<file path="config.mk">
export PLATFORM = sky130hd
export DESIGN_NAME = ftdi245_bus
export DESIGN_NICKNAME = d
export VERILOG_FILES = /design/src/rtl/ftdi245_pkg.sv /design/src/rtl/ftdi245_sync.sv /design/src/rtl/ftdi245_bus.sv
export SDC_FILE = /design/constraint.sdc
export NUM_CORES = 1
export LEC_CHECK = 0
export ABC_AREA = 1
export BUFFER_PORTS_ARGS = -buffer_cell sky130_fd_sc_hd__buf_4
export CAP_MARGIN = 30
export CORE_UTILIZATION = 50
export DETAILED_ROUTE_END_ITERATION = 8
export PLACE_DENSITY = 0.83
export SYNTH_ARGS = -nofsm -noshare
export SYNTH_HDL_FRONTEND = slang
export SYNTH_SLANG_ARGS = --single-unit
export TNS_END_PERCENT = 5
</file>
<file path="constraint.sdc">
create_clock -name clk -period 1.8 [get_ports clk]
set_input_delay 0.36 -clock clk [delete_from_list [all_inputs] [get_ports clk]]
set_output_delay 0.36 -clock clk [all_outputs]
set_load 0.02 [all_outputs]
</file>
<file path="src/rtl/ftdi245_pkg.sv">
// Shared types and widths for the FT245 parallel bus master.
// FSM encoding, data byte width and strobe/recovery counter width.
package ftdi245_pkg;

    localparam int BYTE_W = 8;
    localparam int CNT_W  = 4;

    typedef enum logic [2:0] {
        IDLE,
        RD_STROBE,
        RD_RECOV,
        WR_SETUP,
        WR_STROBE,
        WR_RECOV
    } state_t;

endpackage

</file>
<file path="src/rtl/ftdi245_sync.sv">
// Two-flop synchronizer for the FT245 status flags.
// Resets to 1 so a flag reads as "not ready" until sampled.
module ftdi245_sync (
    input  logic clk,
    input  logic rst_n,
    input  logic d,
    output logic q
);

    logic meta;

    always_ff @(posedge clk or negedge rst_n) begin
        if (!rst_n) begin
            meta <= 1'b1;
            q    <= 1'b1;
        end else begin
            meta <= d;
            q    <= meta;
        end
    end

endmodule

</file>
<file path="src/rtl/ftdi245_bus.sv">
// FT245 asynchronous FIFO bus master: one byte read or write per request.
// Optional request timeout is enabled with FTDI245_TIMEOUT_EN.
module ftdi245_bus
    import ftdi245_pkg::*;
#(
    parameter int unsigned RD_PULSE = 4,
    parameter int unsigned WR_PULSE = 4,
    parameter int unsigned RECOVERY = 2,
    parameter int unsigned TIMEOUT  = 1024
) (
    input  logic              clk,
    input  logic              rst_n,
    input  logic              cpu_rd_req,
    input  logic              cpu_wr_req,
    input  logic [BYTE_W-1:0] cpu_wdata,
    output logic [BYTE_W-1:0] cpu_rdata,
    output logic              cpu_done,
    output logic              cpu_err,
    output logic              busy,
    input  logic              ftdi_rxf_n,
    input  logic              ftdi_txe_n,
    input  logic [BYTE_W-1:0] ftdi_d_in,
    output logic [BYTE_W-1:0] ftdi_d_out,
    output logic              ftdi_d_oe,
    output logic              ftdi_rd_n,
    output logic              ftdi_wr,
    output logic              rxf,
    output logic              txe,
    output logic              data_wrh_n
);

    state_t           state;
    logic [CNT_W-1:0] cnt;
    logic             rd_go;
    logic             wr_go;

    ftdi245_sync u_rxf_sync (
        .clk   (clk),
        .rst_n (rst_n),
        .d     (ftdi_rxf_n),
        .q     (rxf)
    );

    ftdi245_sync u_txe_sync (
        .clk   (clk),
        .rst_n (rst_n),
        .d     (ftdi_txe_n),
        .q     (txe)
    );

    // Read wins when both requests are serviceable.
    assign rd_go = cpu_rd_req && !rxf;
    assign wr_go = cpu_wr_req && !txe && !rd_go;

`ifdef FTDI245_TIMEOUT_EN
    localparam int TMO_W = $clog2(TIMEOUT + 1);
    logic [TMO_W-1:0] tmo_cnt;
    logic             err_q;
    assign cpu_err = err_q;
`else
    localparam int unsigned unused_timeout = TIMEOUT;
    assign cpu_err = 1'b0;
`endif

    always_ff @(posedge clk or negedge rst_n) begin
        if (!rst_n) begin
            state      <= IDLE;
            cnt        <= '0;
            ftdi_rd_n  <= 1'b1;
            ftdi_wr    <= 1'b0;
            ftdi_d_oe  <= 1'b0;
            ftdi_d_out <= '0;
            cpu_rdata  <= '0;
            cpu_done   <= 1'b0;
            busy       <= 1'b0;
            data_wrh_n <= 1'b1;
`ifdef FTDI245_TIMEOUT_EN
            tmo_cnt    <= '0;
            err_q      <= 1'b0;
`endif
        end else begin
            cpu_done   <= 1'b0;
            data_wrh_n <= 1'b1;
`ifdef FTDI245_TIMEOUT_EN
            err_q      <= 1'b0;
`endif
            unique case (state)
                IDLE: begin
                    if (rd_go) begin
                        state     <= RD_STROBE;
                        ftdi_rd_n <= 1'b0;
                        busy      <= 1'b1;
                        cnt       <= CNT_W'(RD_PULSE - 1);
                    end else if (wr_go) begin
                        state      <= WR_SETUP;
                        ftdi_d_out <= cpu_wdata;
                        ftdi_d_oe  <= 1'b1;
                        busy       <= 1'b1;
                    end
`ifdef FTDI245_TIMEOUT_EN
                    // Counts only while a request is stuck waiting.
                    if (rd_go || wr_go || !(cpu_rd_req || cpu_wr_req)) begin
                        tmo_cnt <= '0;
                    end else if (tmo_cnt == TMO_W'(TIMEOUT - 1)) begin
                        tmo_cnt  <= '0;
                        cpu_done <= 1'b1;
                        err_q    <= 1'b1;
                    end else begin
                        tmo_cnt <= tmo_cnt + TMO_W'(1);
                    end
`endif
                end
                RD_STROBE: begin
                    if (cnt == '0) begin
                        state     <= RD_RECOV;
                        ftdi_rd_n <= 1'b1;
                        cpu_rdata <= ftdi_d_in;
                        cnt       <= CNT_W'(RECOVERY - 1);
                    end else begin
                        cnt <= cnt - 1'b1;
                    end
                end
                RD_RECOV: begin
                    if (cnt == '0) begin
                        state    <= IDLE;
                        busy     <= 1'b0;
                        cpu_done <= 1'b1;
                    end else begin
                        cnt <= cnt - 1'b1;
                    end
                end
                WR_SETUP: begin
                    state   <= WR_STROBE;
                    ftdi_wr <= 1'b1;
                    cnt     <= CNT_W'(WR_PULSE - 1);
                end
                WR_STROBE: begin
                    if (cnt == '0) begin
                        state   <= WR_RECOV;
                        ftdi_wr <= 1'b0;
                        cnt     <= CNT_W'(RECOVERY - 1);
                    end else begin
                        cnt <= cnt - 1'b1;
                    end
                end
                WR_RECOV: begin
                    // Data stays driven for one hold cycle after WR falls.
                    ftdi_d_oe <= 1'b0;
                    if (cnt == '0) begin
                        state      <= IDLE;
                        busy       <= 1'b0;
                        cpu_done   <= 1'b1;
                        data_wrh_n <= 1'b0;
                    end else begin
                        cnt <= cnt - 1'b1;
                    end
                end
                default: state <= IDLE;
            endcase
        end
    end

endmodule
</file>
==> reports/results.tsv <==
stage	metric	value	unit
timing	endpoints failing hold	0	
timing	RSZ-0062 raised after global routing	no	
synthesis	YS warnings	0	
critical_path	reg-to-reg startpoint	cnt[0]	
outcome	status	finished clean	
critical_path	delay-heaviest family, CP	simple AND/OR/NAND/NOR gates	
detailed_routing	residual DRC count	0	
critical_path	Reg2Reg Setup Slack	260	ps
detailed_routing	vias per inst	4.68	
critical_path	CP Capture Type	flop	
layout	Antenna Cells	0	
critical_path	CP peak stage delay	400	ps
timing	Final Max Tran Viols	0	
pwr	Power per Cell Area	1860	mW/mm^2
synthesis	Synth Flop Type	dfrtp_1	
synthesis	Synth top area share	42.6	%
cts	Bufs on Longest Clock Path	2	
pwr	Pleak	1.14	nW
critical_path	crit-path cells	inv_1, ha_1, nand2_1, nor2_2, nand2_1, nand3b_1, nand2_1, nand2_1	
die	Core Area	0.00303	sq mm
timing	period utilisation layout	85.4	%
layout	Layout area overhead	29.9	%
placed_design	Routability Congestion	0.853	
die	DIE AREA	0.00340	sq mm
grt	GRT Residual Overflow	0	
detailed_routing	Final ANT Viol Nets	0	
cts	CTS Buf Count	5	
grt	GRT Total Usage	20.0	%
detailed_routing	WL met3	288	um
layout	most frequent cells in the layout	nand2_1, buf_4, dfrtp_1, inv_1, nand3_1	
placed_design	DP Wirelength	2180	um
timing	Final Skew	9.06	ps
critical_path	crit path max fanout	5	
cts	CTS tree	done	
layout	Final #Nets	257	
worst_hold_path	Worst Hold Depth	1	
detailed_routing	routed len/inst	10.9	um
critical_path	reg2reg end	cnt[0]	
synthesis	syn nets	206	
timing	clock period minus worst slack	1540	ps
layout	layout cell share with drive strength beyond 1	34.2	%
detailed_routing	met2 wire length	1390	um
detailed_routing	Initial DRT Pass Iterations	4	
critical_path	Worst Path Required	2080	ps
detailed_routing	via count	1302	
synthesis	Seq/Total Area, Yosys	52.6	%
cts	clock slew at reported path FFs	100	ps
die	die height	58.3	um
worst_hold_path	Hold Startpoint	ftdi_rxf_n	
run	reported max-cap violation count	0	
critical_path	crit path buf inv count	1	
die	# rows	20	
die	num ports	47	
grt	largest net degree at the start of global routing	34	
synthesis	Mean Syn Cell Area	8.71	sq um
critical_path	Reg2Reg Depth	8	
worst_hold_path	HP Class	input pin to flop	
timing	# setup viols final	0	
detailed_routing	Met1 Wirelength	1300	um
synthesis	number of flops mapped to enable cells by yosys	0	
cts	worst-skew pair later-pin latency	340	ps
die	DIE WIDTH	58.3	um
critical_path	Crit path top cell by count	nand2_1	
cts	Sink Count	33	
cts	H-tree levels	2	
detailed_routing	DRT Wirelength	3020	um
synthesis	leading area contributor after synthesis	dfrtp_1	
critical_path	Crit Path Category	flop to flop	
pwr	Worst VDD drop	0.852	mV
grt	first-pass GRT wire length	5060	um
timing	TNS Setup	0	ps
timing	Peak Freq	651	MHz
placed_design	port bufs	45	
grt	initial antenna violation count	0	
layout	commonest non-fill, non-tap cell in the layout	nand2_1	
synthesis	Yosys cell types	26	
grt	vias in the first global route	1145	
synthesis	Mapped Cells	182	
cts	CTS Root Cell	clkbuf_4	
detailed_routing	Iter 0 DRT Violations	36	
die	Starting Density	52.4	%
pwr	Tot Pwr	3.84	mW
synthesis	FFs w/ async S/R, synth	100	%
synthesis	synth top area cells	dfrtp_1, nand2_1, dfstp_2	
worst_hold_path	Hold Path End	u_rxf_sync.meta	
synthesis	synthesized area	0.00159	sq mm
detailed_routing	highest metal used	met4	
critical_path	critical path arrival	1820	ps
synthesis	Yosys reg bits	33	
critical_path	Crit-path slowest cell	dfrtp_1	
critical_path	CP Launch Type	flop	
Yosys cell counts (2+ instances only):
cell type / instances
nand2_1: 63
dfrtp_1: 27
inv_1: 26
nand3_1: 17
nor2_1: 8
o21ai_2: 8
dfstp_2: 6
nand2_2: 4
o21ai_1: 3
a21oi_1: 2
ha_1: 2
nor2_4: 2
layer usage:
metal,global-route usage (%),vias to the layer above
met4,6.12,0
li1,-,660
met5,0,-
met1,26.2,582
met2,30.4,55
met3,8.57,5
final cells by class:
class	count	area, sq um
flip-flops and latches	33	833
well taps	44	55.1
fillers	258	968
clock inverters	1	30.0
clock buffers	7	55.1
repair buffers	47	355
inverters	27	101
multi-input cells	119	629
through the flow:
step | hold slack (ps) | std cells | setup slack [ps] | cell area [sq um] | util (%)
3_5_place_dp | 324 | 269 | 228 | 1960 | 64.8
5_1_grt | 109 | 278 | 92.9 | 2060 | 68.0
6_report | 130 | 278 | 263 | 2060 | 68.0
2_1_floorplan | 64.4 | 182 | 375 | 1590 | -
4_1_cts | 112 | 278 | 192 | 2060 | 67.9
3_3_place_gp | 319 | 269 | 288 | 1960 | 64.8
how the worst max path moves through the flow:
stage / slack (ps) / to / cells past startpoint / start
2_1_floorplan: 370 / cnt[1] / 10 / cnt[0]
6_report: 260 / cnt[0] / 8 / cnt[0]
3_3_place_gp: 290 / cnt[0] / 8 / cnt[0]
4_1_cts: 190 / cnt[0] / 8 / cnt[0]
3_5_place_dp: 230 / cnt[0] / 8 / cnt[0]
5_1_grt: 90 / cnt[2] / 8 / cnt[0]
cell families after synthesis:
logic type | count (synthesis) | share of synthesized area [%]
other | 1 | 0.237
buffers and inverters | 30 | 7.89
AO/OA/AOI/OAI | 15 | 7.50
adder cells (fa/ha/maj) | 2 | 1.58
XOR/XNOR | 1 | 0.553
flip-flops | 33 | 52.6
AND/OR/NAND/NOR | 100 | 29.7
what timing repair did:
action,4_1_cts,5_1_grt
buffers inserted,0,0
hold buffers,1,0
hold endpoints to repair,27,0
endpoints found under the setup margin,0,1
gates resized for setup,0,1
registers in the layout, summed over array words and instances (netlist names):
| signal | cells |
|---|---|
| cpu_rdata | 8 |
| u_txe_sync.meta | 1 |
| ftdi_d_oe | 1 |
| u_txe_sync.q | 1 |
| ftdi_d_out | 8 |
| u_rxf_sync.meta | 1 |
| ftdi_rd_n | 1 |
| data_wrh_n | 1 |
| state | 3 |
| ftdi_wr | 1 |
| u_rxf_sync.q | 1 |
| busy | 1 |
| cnt | 4 |
| cpu_done | 1 |
report_power, final:
group,switching [mW],internal [mW],total (mW)
Sequential,0.207,1.07,1.27
Clock,0.246,0.331,0.578
Combinational,1.21,0.775,1.98
Total,1.66,2.17,3.84
No activity file was read; power rests on OpenSTA's default activity.
